<file path="src/rtl/mc_control_fsm.sv">
// -----------------------------------------------------------------------------
// mc_control_fsm
//   Moore control unit for the multicycle processor. It walks each instruction
//   through fetch / decode / execute / memory / write-back, one state per clock,
//   and drives the datapath write enables, memory strobes and mux/ALU selects.
//
//   Optional feature macro: MCP_ADDI_EN
//     defined   - opcode 0x08 (addi) runs DECODE -> EXECI -> IMMWB -> FETCH.
//     undefined - EXECI/IMMWB are not built and 0x08 is an illegal opcode.
//
// Ports
//   i_clk            system clock, rising edge
//   i_reset          synchronous active-high reset; gates every output to 0
//                    in the cycle it is high
//   i_opcode[5:0]    IR[31:26], looked at only in DECODE and MEMADDR
//   i_zero           ALU zero flag (combinational from the datapath)
//   o_pc_write, o_pc_write_cond, o_iord, o_mem_read, o_mem_write,
//   o_mem_to_reg, o_ir_write, o_alu_src_a, o_reg_write, o_reg_dst
//                    single-bit datapath controls
//   o_pc_en          PCWrite | (PCWriteCond & Zero), the PC register's write
//   o_pc_source[1:0] 00 ALU result, 01 ALUOut, 10 jump target
//   o_alu_op[1:0]    00 add, 01 subtract, 10 funct-decoded
//   o_alu_src_b[1:0] 00 regB, 01 constant 4, 10 sign-ext imm, 11 imm<<2
//   o_state[3:0]     current state code (debug)
//   o_illegal        sticky flag: an unsupported opcode was decoded
// -----------------------------------------------------------------------------
module mc_control_fsm (
    input  logic       i_clk,
    input  logic       i_reset,
    input  logic [5:0] i_opcode,
    input  logic       i_zero,
    output logic       o_pc_write,
    output logic       o_pc_write_cond,
    output logic       o_iord,
    output logic       o_mem_read,
    output logic       o_mem_write,
    output logic       o_mem_to_reg,
    output logic       o_ir_write,
    output logic       o_alu_src_a,
    output logic       o_reg_write,
    output logic       o_reg_dst,
    output logic       o_pc_en,
    output logic [1:0] o_pc_source,
    output logic [1:0] o_alu_op,
    output logic [1:0] o_alu_src_b,
    output logic [3:0] o_state,
    output logic       o_illegal
);

    localparam logic [5:0] OP_RTYPE = 6'h00;
    localparam logic [5:0] OP_J     = 6'h02;
    localparam logic [5:0] OP_BEQ   = 6'h04;
    localparam logic [5:0] OP_ADDI  = 6'h08;
    localparam logic [5:0] OP_LW    = 6'h23;
    localparam logic [5:0] OP_SW    = 6'h2B;

    typedef enum logic [3:0] {
        S_FETCH   = 4'd0,
        S_DECODE  = 4'd1,
        S_MEMADDR = 4'd2,
        S_MEMRD   = 4'd3,
        S_MEMWB   = 4'd4,
        S_MEMWR   = 4'd5,
        S_EXEC    = 4'd6,
        S_RWB     = 4'd7,
        S_BRANCH  = 4'd8,
        S_JUMP    = 4'd9
`ifdef MCP_ADDI_EN
        ,
        S_EXECI   = 4'd10,
        S_IMMWB   = 4'd11
`endif
    } state_t;

    typedef struct packed {
        logic       pc_write;
        logic       pc_write_cond;
        logic       iord;
        logic       mem_read;
        logic       mem_write;
        logic       mem_to_reg;
        logic       ir_write;
        logic       alu_src_a;
        logic       reg_write;
        logic       reg_dst;
        logic [1:0] pc_source;
        logic [1:0] alu_op;
        logic [1:0] alu_src_b;
    } ctrl_t;

    state_t r_state;
    ctrl_t  r_ctrl;
    logic   r_illegal;

    state_t w_state_next;
    logic   w_illegal_set;
    logic   w_run;

    // Moore output table for one state.
    function automatic ctrl_t ctrl_of(input state_t s);
        ctrl_t c;
        c = '0;
        case (s)
            S_FETCH: begin
                c.mem_read  = 1'b1;
                c.ir_write  = 1'b1;
                c.pc_write  = 1'b1;
                c.alu_src_b = 2'b01;
            end
            S_DECODE: c.alu_src_b = 2'b11;
            S_MEMADDR: begin
                c.alu_src_a = 1'b1;
                c.alu_src_b = 2'b10;
            end
            S_MEMRD: begin
                c.mem_read = 1'b1;
                c.iord     = 1'b1;
            end
            S_MEMWB: begin
                c.reg_write  = 1'b1;
                c.mem_to_reg = 1'b1;
            end
            S_MEMWR: begin
                c.mem_write = 1'b1;
                c.iord      = 1'b1;
            end
            S_EXEC: begin
                c.alu_src_a = 1'b1;
                c.alu_op    = 2'b10;
            end
            S_RWB: begin
                c.reg_write = 1'b1;
                c.reg_dst   = 1'b1;
            end
            S_BRANCH: begin
                c.alu_src_a     = 1'b1;
                c.alu_op        = 2'b01;
                c.pc_write_cond = 1'b1;
                c.pc_source     = 2'b01;
            end
            S_JUMP: begin
                c.pc_write  = 1'b1;
                c.pc_source = 2'b10;
            end
`ifdef MCP_ADDI_EN
            S_EXECI: begin
                c.alu_src_a = 1'b1;
                c.alu_src_b = 2'b10;
            end
            S_IMMWB: c.reg_write = 1'b1;
`endif
            default: c = '0;
        endcase
        return c;
    endfunction

    // Next-state logic. Anything not listed (including unbuilt codes)
    // falls back to FETCH.
    always_comb begin
        w_state_next  = S_FETCH;
        w_illegal_set = 1'b0;
        case (r_state)
            S_FETCH: w_state_next = S_DECODE;
            S_DECODE: begin
                case (i_opcode)
                    OP_RTYPE:      w_state_next = S_EXEC;
                    OP_LW, OP_SW:  w_state_next = S_MEMADDR;
                    OP_BEQ:        w_state_next = S_BRANCH;
                    OP_J:          w_state_next = S_JUMP;
`ifdef MCP_ADDI_EN
                    OP_ADDI:       w_state_next = S_EXECI;
`endif
                    default: begin
                        w_state_next  = S_FETCH;
                        w_illegal_set = 1'b1;
                    end
                endcase
            end
            // Opcode is re-examined here to pick the load or store leg; an
            // opcode that changed to neither simply abandons the access.
            S_MEMADDR: begin
                if (i_opcode == OP_LW)
                    w_state_next = S_MEMRD;
                else if (i_opcode == OP_SW)
                    w_state_next = S_MEMWR;
                else
                    w_state_next = S_FETCH;
            end
            S_MEMRD: w_state_next = S_MEMWB;
            S_EXEC:  w_state_next = S_RWB;
`ifdef MCP_ADDI_EN
            S_EXECI: w_state_next = S_IMMWB;
`endif
            default: w_state_next = S_FETCH;
        endcase
    end

    // State and outputs are registered together: the output register holds
    // the decode of the state being entered, so outputs stay a pure function
    // of the current state while coming straight from flops.
    always_ff @(posedge i_clk) begin
        if (i_reset) begin
            r_state   <= S_FETCH;
            r_ctrl    <= ctrl_of(S_FETCH);
            r_illegal <= 1'b0;
        end else begin
            r_state <= w_state_next;
            r_ctrl  <= ctrl_of(w_state_next);
            if (w_illegal_set)
                r_illegal <= 1'b1;
        end
    end

    // Reset gates every output in the same cycle so no write can slip
    // through while the machine is being restarted.
    assign w_run = ~i_reset;

    assign o_pc_write      = w_run & r_ctrl.pc_write;
    assign o_pc_write_cond = w_run & r_ctrl.pc_write_cond;
    assign o_iord          = w_run & r_ctrl.iord;
    assign o_mem_read      = w_run & r_ctrl.mem_read;
    assign o_mem_write     = w_run & r_ctrl.mem_write;
    assign o_mem_to_reg    = w_run & r_ctrl.mem_to_reg;
    assign o_ir_write      = w_run & r_ctrl.ir_write;
    assign o_alu_src_a     = w_run & r_ctrl.alu_src_a;
    assign o_reg_write     = w_run & r_ctrl.reg_write;
    assign o_reg_dst       = w_run & r_ctrl.reg_dst;
    assign o_pc_source     = w_run ? r_ctrl.pc_source : 2'b00;
    assign o_alu_op        = w_run ? r_ctrl.alu_op    : 2'b00;
    assign o_alu_src_b     = w_run ? r_ctrl.alu_src_b : 2'b00;
    assign o_pc_en         = w_run & (r_ctrl.pc_write | (r_ctrl.pc_write_cond & i_zero));
    assign o_state         = w_run ? r_state : 4'd0;
    assign o_illegal       = w_run & r_illegal;

endmodule

</file>
<file path="config.mk">
export PLATFORM = sky130hd
export DESIGN_NAME = mc_control_fsm
export DESIGN_NICKNAME = d
export VERILOG_FILES = /design/src/rtl/mc_control_fsm.sv
export SDC_FILE = /design/constraint.sdc
export NUM_CORES = 1
export LEC_CHECK = 0
export ABC_AREA = 1
export CAP_MARGIN = 20
export CORE_ASPECT_RATIO = 1.75
export CORE_MARGIN = 3
export CORE_UTILIZATION = 47
export DETAILED_ROUTE_END_ITERATION = 10
export PLACE_DENSITY = 0.82
export SLEW_MARGIN = 20
export SYNTH_ARGS = -nofsm -noshare
export SYNTH_HDL_FRONTEND = slang
export SYNTH_SLANG_ARGS = --single-unit
export TNS_END_PERCENT = 1
</file>
<file path="constraint.sdc">
create_clock -name i_clk -period 1.45 [get_ports i_clk]
set_clock_uncertainty 0.05 [all_clocks]
set_input_delay 0.29 -clock i_clk [delete_from_list [all_inputs] [get_ports i_clk]]
set_output_delay 0.29 -clock i_clk [all_outputs]
set_load 0.02 [all_outputs]
</file>
# --- After elaboration in Yosys (flattened, before gate mapping) ---
# Index checks and enable logic that the tools add are counted.
word_totals:
  regBits: 21
  mem_bits_rw: 0
  word_cells: 80
  memories: 0
  in_bits: 9
  mem_bits_ro: 0
  output_inout_bits: 22
  latchBits: 0
op_classes:
  n_shift: 0
  n_mux: 23
  order_cmp: 0
  div_mod_pow: 0
  mul: 0
  addsub: 0
  n_eq_ne: 17
  n_bitwise: 15
  n_reduce_logical: 10
ops:
  columns: ["cell", "n"]
  rows:
  - ["$eq A4 B3 Y1 const B", 5]
  - ["$pmux W4 S5", 1]
  - ["$eq A4 B2 Y1 const B", 4]
  - ["$pmux W4 S4", 1]
  - ["$and A1 B1 Y1", 13]
  - ["$eq A6 B6 Y1 const B", 2]
  - ["$mux W1", 12]
  - ["$reduce_or A2 Y1", 5]
  - ["$eq A4 B1 Y1 const B", 2]
  - ["$eq A4 B4 Y1 const B", 2]
  - ["$logic_not A4 Y1", 2]
  - ["$pmux W2 S2", 2]
  - ["$eq A6 B2 Y1 const B", 1]
  - ["$eq A6 B3 Y1 const B", 1]
  - ["$logic_not A6 Y1", 1]
  - ["$mux W2", 3]
  - ["$mux W3", 2]
  - ["$pmux W2 S3", 1]
  - ["$reduce_or A5 Y1", 1]
  - ["$mux W4", 1]
  - ["$reduce_or A3 Y1", 1]
  - ["$not A1 Y1", 1]
  - ["$or A1 B1 Y1", 1]

# --- Depth between registers and ports, before layout ---
logic_depth:
  depth_word: 7
  ltp_mapped: 10
  depth_no_buf: 10

# --- Worst setup path before layout ---
# OpenSTA, ideal clock, no wires.
synth_timing:
  kind: "input -> output"
  startpoint: "input i_reset"
  endpoint: "output o_pc_source[0]"
  arrival_time_ns: 1.213
  t_required_ns: 1.110
  path_buffers: 3
  stages: 4
  setup_slack_ns: -0.103
  cell_sequence: "buf_2 > buf_1 > nor2_1 > buf_4"
synth_between:
  elab_chain_cells: 1
synth_lines:
  columns: ["item", "line", "source"]
  rows:
  - ["from (decl)", "29", "input logic i_reset,"]
  - ["$mux W2", "228", "assign o_pc_source = w_run ? r_ctrl.pc_source : 2'b00;"]
  - ["to (decl)", "43", "output logic [1:0] o_pc_source,"]
# Every way passes these cells.

# --- Worst setup path in the final report ---
layout_timing:
  startpoint: "register r_state[3]"
  endpoint: "register r_ctrl[12] in the netlist's numbering"
layout_between:
  elab_chain_cells: 5
  elab_cells_between_ends: 10
  cone_classes: "eq/ne: 5; mux: 2; reduce/logical: 3"
layout_lines:
  columns: ["item", "line", "source"]
  rows:
  - ["from (decl)", "91", "state_t r_state;"]
  - ["from (signal assigned)", "207", "r_state <= w_state_next;"]
  - ["$eq A4 B3 Y1, or another cell as far along", "162", "case (r_state)"]
  - ["$pmux W4 S5 (*)", "162", null]
  - ["$eq A4 B2 Y1 or $logic_not A4 Y1 (tied branches)", "103", "case (s)"]
  - ["$reduce_or A2 Y1 (no source line) (*)", null, null]
  - ["$mux W1 (*)", "103", null]
  - ["to (signal assigned)", "204", "r_ctrl <= ctrl_of(S_FETCH);"]
  - ["to (signal assigned)", "208", "r_ctrl <= ctrl_of(w_state_next);"]
  - ["to (decl)", "92", "ctrl_t r_ctrl;"]
# Mark *: on every way between the ends. The rest lies on a longest branch, timed or not.
# A chain may end at the register's enable or synchronous reset.

==> metrics.md <==
| Metric | Value |
|---|---|
| Routed WL | `2960 microns` |
| Cell depth of the worst hold path | `2` |
| Synth Cell Area | `between 1000 and 1500 sq um` |
| Unrepaired setup endpoints after global routing | `yes` |
| Standard cell core area | `2170 sq um` |
| Routed via count | `1145` |
| Power spent charging and discharging nets | `0.301 mW` |
| Cells after synthesis | `between 150 and 200` |
| Launch point of the worst hold path | `r_illegal$_SDFFE_PP0P_` |
| Relative max-transition margin | `82.2%` |
| I/O pin count | `31` |
| Largest stage delay on the critical path | `around 0.34 ns` |
| Critical R2R Launch | `r_state[3]$_SDFF_PP0_` |
| Post-layout minimum cycle time | `around 1.4 ns` |
| Die height | `70.2 microns` |
| Post-place instance area | `1600 sq um` |
| Placement row count | `22` |
| Share of power burned in registers | `between 50% and 60%` |
| Fraction of final layout cells with drive strength greater than 1 | `46.6%` |
| R2R setup slack | `0.03 ns` |
| Commonest cells after routing, fill and taps aside | `36 x sky130_fd_sc_hd__buf_4, 31 x sky130_fd_sc_hd__inv_1, 24 x sky130_fd_sc_hd__nor2_1` |
| Area fraction of the dominant cell type after synthesis | `36.2%` |
| Final weighted congestion of routability-driven global placement | `0.884` |
| Tot GR Track Use | `a little over a fifth` |
| Leftover overflow at the end of global routing | `0` |
| Remaining design rule violation count | `0` |
| Number of buffers created by CTS | `3` |
| Relative contribution of the clock network to total power | `about a quarter` |
| Detail-routed net length per standard cell | `12.8 microns` |
| Top area cells in the synthesized netlist | `sky130_fd_sc_hd__dfxtp_1 36%, sky130_fd_sc_hd__nor2_1 12%, sky130_fd_sc_hd__inv_1 11%` |
| Path type of the worst min-delay path | `reg2reg` |
| Number of hold violations in the final report | `0` |
| Pwr Total | `1.07 mW` |
| Worst setup SP type | `register` |
| Pin count of the biggest net entering global routing | `13` |
| Worst-case hold path end point | `r_illegal$_SDFFE_PP0P_` |
| Multi-input gate area in the final layout | `approximately 600 sq um` |
| Number of port buffers | `30` |
| Die footprint | `2990 sq um` |
| Yosys warning total | `0` |
| Reported max-cap violation count | `0` |
| Max clock buf depth | `2` |
| Final count of negative-setup-slack endpoints | `0` |
| Avg Cell Area, Syn | `7.14 sq um` |
| Run status | `completed` |
| Detailed placer's ending HPWL | `around 2200 microns` |
| Drt initial violations | `44` |
| Number of slew-limit violations in the final report | `0` |
| Element type at the critical path end | `register` |
| Critical path required time | `around 1.6 ns` |
| Highest net fanout along the worst path | `4` |
| Pwr dens | `658 nW/um^2` |
| Clock sink count | `20` |
| Post-DR vias/cell | `between 4 and 5` |
| Met1 routed wirelength after detailed routing | `996 microns` |
| Cell type with the highest aggregate area in the netlist | `sky130_fd_sc_hd__dfxtp_1` |
| Area overhead of the layout relative to synthesis | `46.7%` |
| Worst Path Arrival | `1.56 ns` |
| Part of the cycle the worst path needs | `98.2%` |
| Number of levels the H-tree was split into | `1` |
| First-pass GRT wire length | `roughly 5000 microns` |
| Clk root buf | `sky130_fd_sc_hd__clkbuf_4` |
| Antenna fix cells | `0` |
| Clock slew at reported path FFs | `0.10 ns` |
| Sequential cell area | `403 sq um` |
| Slowest library cell on the worst path | `sky130_fd_sc_hd__dfxtp_2` |
| Number of antenna violations at the first check in global routing | `0` |
| Final net count | `219` |
| Net count after synthesis | `164` |
| Share of the yosys chip area belonging to registers | `between 30% and 40%` |
| Top layer used by detailed routing | `met4` |
| Residual antenna-violating net count after detailed routing | `0` |
| Worst reg-to-reg path cell count | `9` |
| Met3 wire length | `91 microns` |
| Cell-by-cell listing of the critical path | `buf_4 -> nor2_4 -> inv_4 -> nor2_4 -> nand3_2 -> nand3_2 -> nor2_2 -> nand2_2 -> nand3_1` |
| Most common library cell in the layout ignoring fill and taps | `sky130_fd_sc_hd__buf_4` |
| Filler cell count in the final layout | `152` |
| Synthesized flop and latch total | `20` |
| Post-route standard cell area excluding fillers | `1620 sq um` |
| Total negative slack | `0 ns` |
| First-pass iteration count of the detailed router | `6` |
| Combinational share of power | `between 20% and 30%` |
| Met2 WL | `1740 microns` |
| Worst-margin pin slew | `0.266 ns` |
| Share of total power consumed by net switching | `~28%` |
| Quantity of hold-fixing buffers added after cts | `0` |
| Maximum achievable frequency | `0.702 GHz` |
| Cell variety after synth | `25` |
| Max rail drop VDD | `494 uV` |
| Critical path start-end classification | `reg2reg` |
| Horizontal extent of the die | `about 43 microns` |
| Internal power | `about 0.77 mW` |
| Initial core utilization | `50.9%` |
| Worst reg2reg endpoint | `r_ctrl[12]$_SDFF_PP1_` |
| Leak Pwr | `0.933 nW` |
| Latest clock arrival within the worst-skew pair | `0.30 ns` |
| CTS tree | `built` |
| Number of global-route vias before repair | `1244` |
Yosys cell counts:
cell type and instances:
sky130_fd_sc_hd__clkinv_1 1, sky130_fd_sc_hd__nor2_4 4, sky130_fd_sc_hd__nand4_1 1, sky130_fd_sc_hd__nor3b_2 1, sky130_fd_sc_hd__buf_4 1, sky130_fd_sc_hd__a21oi_1 3, sky130_fd_sc_hd__nand3_1 10, sky130_fd_sc_hd__o21ai_2 1
sky130_fd_sc_hd__nor2_1 35, sky130_fd_sc_hd__nand3_2 4, sky130_fd_sc_hd__buf_1 1, sky130_fd_sc_hd__nand2_4 4, sky130_fd_sc_hd__inv_1 31, sky130_fd_sc_hd__nor2_8 1, sky130_fd_sc_hd__dfxtp_1 20, sky130_fd_sc_hd__clkbuf_1 1
sky130_fd_sc_hd__nand4_2 1, sky130_fd_sc_hd__nand4_4 1, sky130_fd_sc_hd__inv_4 1, sky130_fd_sc_hd__nor2_2 3, sky130_fd_sc_hd__nand2_2 7, sky130_fd_sc_hd__inv_2 4, sky130_fd_sc_hd__nor3_2 1, sky130_fd_sc_hd__buf_2 1
sky130_fd_sc_hd__nand2_1 17
how the worst max path moves through the flow:
| stage | slack (ns) | to | cells after the start | from |
|---|---|---|---|---|
| after floorplan | 0.004 | o_pc_source[0] | 4 | i_reset |
| final | 0.03 | r_ctrl[12]$_SDFF_PP1_ | 9 | r_state[3]$_SDFF_PP0_ |
| after CTS | 0.002 | o_mem_read | 4 | i_reset |
| after detailed placement | -0.55 | o_pc_source[1] | 4 | i_reset |
| after global placement | -0.52 | o_pc_en | 4 | i_reset |
| after global routing | -0.04 | r_ctrl[12]$_SDFF_PP1_ | 9 | r_state[3]$_SDFF_PP0_ |
worst max-delay path, delay by kind of cell, from the launching register on:
family | cells | cell delay, ns
buffers and inverters | 2 | 0.20
flip-flops | 1 | 0.34
AND/OR/NAND/NOR | 7 | 0.71
cell type report:
class	instances	share of cell area [%]
repair buffers	54	27.0
inverters	37	8.71
clock buffers	3	1.39
well taps	24	1.85
multi-input cells	94	36.2
flip-flops and latches	20	24.8
registers in the layout, indices dropped and copies added (netlist names):
| name | cells |
|---|---|
| r_illegal | 1 |
| r_ctrl | 15 |
| r_state | 4 |
power groups by stage:
stage | Combinational [mW] | Clock (mW) | Sequential [mW]
finish | 0.239 | 0.257 | 0.572
global route | 0.262 | 0.284 | 0.574
CTS | 0.229 | 0.257 | 0.572
detailed placement | 0.234 | 0 | 0.585
global placement | 0.226 | 0 | 0.584
floorplan | 0.126 | 0 | 0.585
cells by family after synthesis:
logic type | count (synthesis) | synth area share, %
AO/OA/AOI/OAI | 4 | 2.15
flip-flops | 20 | 36.2
AND/OR/NAND/NOR | 90 | 47.1
buffers and inverters | 41 | 14.6
through the flow:
stage | utilization (%) | std cells | setup WS [ns] | hold WS, ns
finish | 74.6 | 232 | 0.0254 | 0.407
CTS | 72.4 | 232 | 0.00192 | 0.412
global route | 74.6 | 232 | -0.0362 | 0.444
floorplan | - | 155 | 0.00378 | 0.318
global placement | 73.8 | 228 | -0.521 | 0.394
detailed placement | 73.8 | 228 | -0.545 | 0.398
layer usage:
| layer | vias up | GRT usage, % |
|---|---|---|
| li1 | 564 | - |
| met1 | 535 | 18.4 |
| met2 | 36 | 42.5 |
| met3 | 10 | 1.80 |
| met4 | 0 | 15.6 |
| met5 | - | 0 |
repair_timing:
| action | in CTS | in global routing |
|---|---|---|
| setup endpoints to repair | 28 | 24 |
| endpoints found under the hold margin | 0 | 0 |
| pin swaps | 3 | 3 |
| gates resized for setup | 106 | 20 |
| cloned | 1 | 0 |
| buffers inserted | 0 | 0 |
No activity file was read; power rests on OpenSTA's default activity.
